===== config.mk =====
export PLATFORM = sky130hd
export DESIGN_NAME = axi_stream_fork_split
export DESIGN_NICKNAME = d
export VERILOG_FILES = /design/src/rtl/axi_stream_fork_split.sv
export SDC_FILE = /design/constraint.sdc
export NUM_CORES = 1
export LEC_CHECK = 0
export BUFFER_PORTS_ARGS = -buffer_cell sky130_fd_sc_hd__buf_2
export CAP_MARGIN = 10
export CELL_PAD_IN_SITES_DETAIL_PLACEMENT = 2
export CELL_PAD_IN_SITES_GLOBAL_PLACEMENT = 2
export CORE_MARGIN = 2
export CORE_UTILIZATION = 41
export CTS_CLUSTER_DIAMETER = 100
export DETAILED_ROUTE_END_ITERATION = 10
export HOLD_SLACK_MARGIN = 0.03
export PLACE_DENSITY_LB_ADDON = 0.1
export SLEW_MARGIN = 20
export SYNTH_ARGS = -nofsm -noshare
export SYNTH_HDL_FRONTEND = slang
export SYNTH_SLANG_ARGS = --single-unit

===== constraint.sdc =====
create_clock -name clk -period 2 [get_ports clk]
set_input_delay 0.3 -clock clk [delete_from_list [all_inputs] [get_ports clk]]
set_output_delay 0.3 -clock clk [all_outputs]
set_load 0.01 [all_outputs]

===== src/rtl/axi_stream_fork_split.sv =====
// axi_stream_fork_split: fans one double-width stream out to two width-wide
// branches. The low half goes to a and the high half goes to b. A holding
// register with per-branch done flags lets each half be pushed into its own
// branch FIFO independently.

module axi_stream_fork_split_fifo #(
  parameter int width = 8,
  parameter int depth = 10
) (
  input  logic                         clk,
  input  logic                         rst,
  input  logic                         push,
  input  logic [width-1:0]             push_data,
  output logic                         valid,
  input  logic                         ready,
  output logic [width-1:0]             data,
  output logic [$clog2(depth+1)-1:0]   count
);

  localparam int ptr_w = $clog2(depth);

  logic [width-1:0] mem [depth];
  logic [ptr_w-1:0] wr_ptr;
  logic [ptr_w-1:0] rd_ptr;
  logic             pop;

  // Pointers wrap at depth-1 so that depth need not be a power of two.
  function automatic logic [ptr_w-1:0] ptr_next(input logic [ptr_w-1:0] p);
    return (p == ptr_w'(depth - 1)) ? '0 : p + 1'b1;
  endfunction

  // Output side: the head entry is read combinationally and hidden during reset.
  always_comb begin
    valid = !rst && (count != '0);
    data  = mem[rd_ptr];
    pop   = valid && ready;
  end

  // Storage write. The caller never pushes into a full FIFO.
  always_ff @(posedge clk) begin
    if (push) mem[wr_ptr] <= push_data;
  end

  // Pointer and occupancy bookkeeping.
  always_ff @(posedge clk) begin
    if (rst) begin
      wr_ptr <= '0;
      rd_ptr <= '0;
      count  <= '0;
    end else begin
      if (push) wr_ptr <= ptr_next(wr_ptr);
      if (pop)  rd_ptr <= ptr_next(rd_ptr);
      case ({push, pop})
        2'b10:   count <= count + 1'b1;
        2'b01:   count <= count - 1'b1;
        default: count <= count;
      endcase
    end
  end

endmodule

module axi_stream_fork_split #(
  parameter int width = 8,
  parameter int depth = 10
) (
  input  logic               clk,
  input  logic               rst,
  input  logic               in_valid,
  output logic               in_ready,
  input  logic [2*width-1:0] in_data,
  output logic               a_valid,
  input  logic               a_ready,
  output logic [width-1:0]   a_data,
  output logic               b_valid,
  input  logic               b_ready,
  output logic [width-1:0]   b_data
);

  localparam int cnt_w = $clog2(depth + 1);

  logic [2*width-1:0] hold_data;
  logic               hold_valid;
  logic               a_done;
  logic               b_done;
  logic               push_a;
  logic               push_b;
  logic               hold_release;
  logic [cnt_w-1:0]   cnt_a;
  logic [cnt_w-1:0]   cnt_b;

  // Each half is pushed once, whenever its FIFO has room; the word is released
  // on the cycle its last outstanding half goes in, so a new word can be taken
  // on that same cycle.
  always_comb begin
    push_a       = hold_valid && !a_done && (cnt_a < cnt_w'(depth));
    push_b       = hold_valid && !b_done && (cnt_b < cnt_w'(depth));
    hold_release = hold_valid && (a_done || push_a) && (b_done || push_b);
    in_ready     = !rst && (!hold_valid || hold_release);
  end

  // Holding register with per-branch done flags.
  always_ff @(posedge clk) begin
    if (rst) begin
      hold_valid <= 1'b0;
      a_done     <= 1'b0;
      b_done     <= 1'b0;
    end else if (in_valid && in_ready) begin
      hold_data  <= in_data;
      hold_valid <= 1'b1;
      a_done     <= 1'b0;
      b_done     <= 1'b0;
    end else if (hold_release) begin
      hold_valid <= 1'b0;
      a_done     <= 1'b0;
      b_done     <= 1'b0;
    end else begin
      a_done <= a_done || push_a;
      b_done <= b_done || push_b;
    end
  end

  axi_stream_fork_split_fifo #(
    .width(width),
    .depth(depth)
  ) u_fifo_a (
    .clk       (clk),
    .rst       (rst),
    .push      (push_a),
    .push_data (hold_data[width-1:0]),
    .valid     (a_valid),
    .ready     (a_ready),
    .data      (a_data),
    .count     (cnt_a)
  );

  axi_stream_fork_split_fifo #(
    .width(width),
    .depth(depth)
  ) u_fifo_b (
    .clk       (clk),
    .rst       (rst),
    .push      (push_b),
    .push_data (hold_data[2*width-1:width]),
    .valid     (b_valid),
    .ready     (b_ready),
    .data      (b_data),
    .count     (cnt_b)
  );

endmodule


After elaboration in Yosys (flattened, before gate mapping) --
Memory sizes are Yosys's and may differ from the RTL's. A register that Yosys moved wholly into a read port is not among the register bits. Cells that the tools add are included.
Storage, ports and cells: register bits after elaboration 43, memory bits (writable) 160, bits of input ports 21, output and inout port bits 19, memories kept 2
Operators by class: add/subtract/negate cells 8, order comparisons 2, eq/ne operators 8, muxes and demuxes 16, bitwise operators 1, reductions and logical operators 26
Memory list:
- u_fifo_a.mem | words 10, width 8, rd ports 1, clocked after Yosys merged registers in 1, wr ports 1, line 22 | logic [width-1:0] mem [depth];
- u_fifo_b.mem | words 10, width 8, rd ports 1, clocked after Yosys merged registers in 1, wr ports 1, line 22
Operator list (number):
- $mux W4 | 8
- $add A4 B1 Y4 const B | 6
- $eq A4 B4 Y1 const B | 4
- $pmux W4 S2 | 2
- $logic_and A1 B1 Y1 | 12
- $lt A4 B4 Y1 const B | 2
- $reduce_bool A4 Y1 | 2
- $sub A4 B1 Y4 const B | 2
- $mux W1 | 6
- $reduce_bool A2 Y1 | 3
- $eq A2 B1 Y1 const B | 2
- $eq A2 B2 Y1 const B | 2
- $logic_not A1 Y1 | 4
- $logic_or A1 B1 Y1 | 3
- $reduce_or A3 Y1 | 1
- $reduce_and A2 Y1 | 1
- $not A1 Y1 | 1

Depth between registers and ports, before layout --
word-level depth 10, mapped depth 10

Cells and area by module --
From an unflattened synthesis, not the netlist that was laid out.
Second synthesis, totals: cells, all modules 554, area, all modules 8558.2 um^2
Modules (own cells, without submodules):
- axi_stream_fork_split_fifo at u_fifo_b | instances 1, cells each 255, area an instance 3933.8 um^2, seq. area each 2722.6 um^2
- axi_stream_fork_split_fifo at u_fifo_a | instances 1, cells each 259, area an instance 3927.5 um^2, seq. area each 2722.6 um^2
- axi_stream_fork_split | instances 1, cells each 40, area an instance 696.9 um^2, seq. area each 540.5 um^2

Worst setup path after synthesis --
No wires, ideal clock.
path type register -> register, from reg u_fifo_a.count[1], to reg u_fifo_a.count[2], library setup time 70 ps, data arrival time 2080 ps, data required time 1930 ps, setup slack -150 ps, cell stages (with the launch flop) 11, buffers on the path 1, period minus slack after synthesis 2150 ps, cell sequence dfxtp_1 buf_6 nor4_1 nor3b_1 ha_1 xor2_1 ha_1 a21oi_1 xor2_1 or3_1 a21oi_1
On the way: cells in the longest elaborated chain, start to end 5
RTL lines:
- start, declared | line 17 | output logic [$clog2(depth+1)-1:0] count
- start signal, assigned | line 54 | 2'b10: count <= count + 1'b1;
- start signal, assigned | line 55 | 2'b01: count <= count - 1'b1;
- start signal, assigned | line 56 | default: count <= count;
- branches (longest 5 deep; another with $lt A4 B4 Y1)
Parallel ways; which one is timed is not known. A chain may end at the register's enable or synchronous reset.

==> metrics <==
worst hold slack=0.111 ns; Syn Area/Cell=roughly 16 um2; layout net count=around 680; Post-synth EDFFs=between 150 and 200; Post-Syn Nets=around 540; Detailed Place HPWL=approximately 14000 um; Core Rows=52; Antenna diodes=0; worst setup path category=register to output pin; fin util=between 50 and 60%; Layout area overhead=30.0%; Clock Skews=between 0.015 and 0.02 ns; Worst EP required=1.70 ns; vias=roughly 5100; Post-Syn Instances=510; Main synth FF type=edfxtp_1; status=complete, but fails checks; DRC=0; sequential area share after synthesis=between 70% and 80%; H-tree levels=1; Tot GR Track Use=24.0%; largest net degree at the start of global routing=20; die area=roughly 22000 um2; CTS tree=built; Yosys warnings=0; vias in the first global route=~5800; initial antenna violation count=0; Power Density=roughly 970 nW/um2; Num CTS Buffers=23; Die Wd=around 150 um; leakage power=~3.8 nW; Crit. End Element=output pin; post-layout power=between 10 and 15 mW; failing checks=setup timing; CP bufs+invs=3; delay-heaviest family, CP=multiplexers; maximum VDD drop=about 460 uV; most frequent cells in the layout=edfxtp_1 (176), buf_4 (61), nor2_1 (40); Hold Crit Class=input pin to register; wire length per cell=approximately 27 um; Max Cap Viol=0; IO Count=40; most common cell after layout, fill and taps aside=edfxtp_1; Initial DRT Pass Iterations=4; core area=just over 20000 um2; final worst-path setup slack=-0.355 ns; worst-path fanout max=6; # port buffers=39; CTS root buffer=clkbuf_16; area of the mapped netlist=around 8400 um2; fraction of layout cells with a size suffix above 1=roughly two fifths; Initial Utilization=a little over two fifths; period utilization=118%; first-pass GRT wire length=~38000 um; Worst-path clk slew=around 0.060 ns; Distinct cells, synth=between 40 and 50; max_slew headroom=approximately two thirds; RSZ-0062 raised after global routing=true; ys async rst share=0%; clock buffer depth=3; Starting DRT DRC Count=309; final setup violation count=34; Yosys reg bits=211; Fin. Hold Viols=0; worst-path cell chain=buf_12 -> buf_4 -> mux4_2 -> a22oi_2 -> nand2_1 -> buf_2; total wire length=25600 um; routed vias/inst=roughly 5.5; max-slew violation total from the final report=0; Slew @ Worst Pin=about 0.48 ns; die height=147 um; startpoint type of the worst setup path=register; grt ovf=0; Arr. time, crit path=a little over 2 ns; Detail Route Antenna Nets=0; gpl congestion=roughly 0.80; slowest CP cell=mux4_2; Clock Sinks=211; fillers=~1800; min cycle time layout=2.36 ns; delay of the slowest critical-path stage=roughly 0.52 ns; Peak Freq=425 MHz; clock latency on the worst-skew pair=about 0.51 ns
[cells in the mapped netlist, drive strengths merged (6+ instances only)]
cell type  count  area (um2)
a21oi         13        65.1
nor2          45         169
ha             6        75.1
buf           14         105
xor2          11        96.3
nor2b         10        62.6
or3            6        42.5
o211ai        16         120
a22oi         16         120
nor3           6        35.0
nand3          6        30.0
dfxtp         35         701
nand2         27         106
o21ai         12        82.6
clkbuf        13        48.8
nand2b        24         150
edfxtp       176        5290
mux4          32         721
[cells by family (layout without fill, tap and decap cells)]
logic type,after synthesis,count (layout),share of synthesized area [%]
DFF,211,211,71.6
and+or+nand+nor,146,146,9.23
xor gates and xnor gates,14,14,1.47
muxes,39,39,9.48
adders and majority gates,6,6,0.898
AOI/OAI and AO/OA,65,65,5.43
buffers and inverters,29,183,1.93
[worst min-delay path: stages]
cell,delay [ns]
buf_2,0.11
nor2_1,0.05
nor2_1,0.10
[final timing paths]
| check | startpoint | end | slack [ns] | cells past startpoint |
|---|---|---|---|---|
| worst max-delay path | register | a_data[0] | -0.36 | 6 |
| worst max register to register | u_fifo_a.count[2] | u_fifo_a.count[2] | -0.18 | 9 |
| worst min register to register | b_done | b_done | 0.51 | 2 |
| worst min-delay path | in_valid | hold_valid | 0.11 | 3 |
[per-stage QoR]
step                      instance area [um2]  setup TNS (ns)  std cells  setup slack (ns)
final                                   10900           -5.48        934            -0.355
after global routing                    10900           -8.82        934            -0.436
after CTS                               10700           -5.50        927            -0.408
after detailed placement                 9350          -0.713        859            -0.189
after global placement                   9350         -0.0551        859           -0.0417
after floorplan                          8410          -0.259        510            -0.101
[power breakdown]
part | internal [mW] | switching (mW) | total, mW
registers | 4.86 | 0.134 | 5.00
logic | 0.495 | 0.435 | 0.930
clock network | 2.84 | 1.81 | 4.65
total | 8.19 | 2.38 | 10.6
[sequential cells by signal, summed over array words and instances (netlist names), named ones only]
name	cells
u_fifo_b.mem	80
u_fifo_a.rd_ptr	4
a_done	1
u_fifo_a.wr_ptr	4
hold_valid	1
u_fifo_b.rd_ptr	4
u_fifo_b.wr_ptr	4
u_fifo_b.count	4
hold_data	16
b_done	1
u_fifo_a.count	4
u_fifo_a.mem	80
[routing by layer]
| layer | GRT usage (%) | vias to the layer above | wire length (um) | part of all wire [%] |
|---|---|---|---|---|
| li1 | - | 2245 | - | - |
| met5 | 0 | - | 0 | 0 |
| met1 | 30.0 | 2683 | 10200 | 40 |
| met4 | 7.33 | 0 | 671 | 2.6 |
| met3 | 4.07 | 48 | 1230 | 4.8 |
| met2 | 42.9 | 150 | 13500 | 53 |
[what timing repair did]
action	in CTS	in global routing
buffers inserted	7	9
pin swaps	17	21
endpoints found under the setup margin	37	88
endpoints found under the hold margin	16	0
resized for setup	44	39
cloned	4	0
hold buffers	16	0
[area by class of cell]
cell class | count | area, um2 | share of cell area [%]
well taps | 270 | 338 | 3.11
repair buffers | 140 | 1190 | 10.9
multi-input cells | 270 | 2510 | 23.1
inverters | 2 | 7.51 | 0.0690
flip-flops and latches | 211 | 6010 | 55.2
clock inverters | 9 | 118 | 1.08
clock buffers | 32 | 703 | 6.47
(Power assumes the default switching activity.)
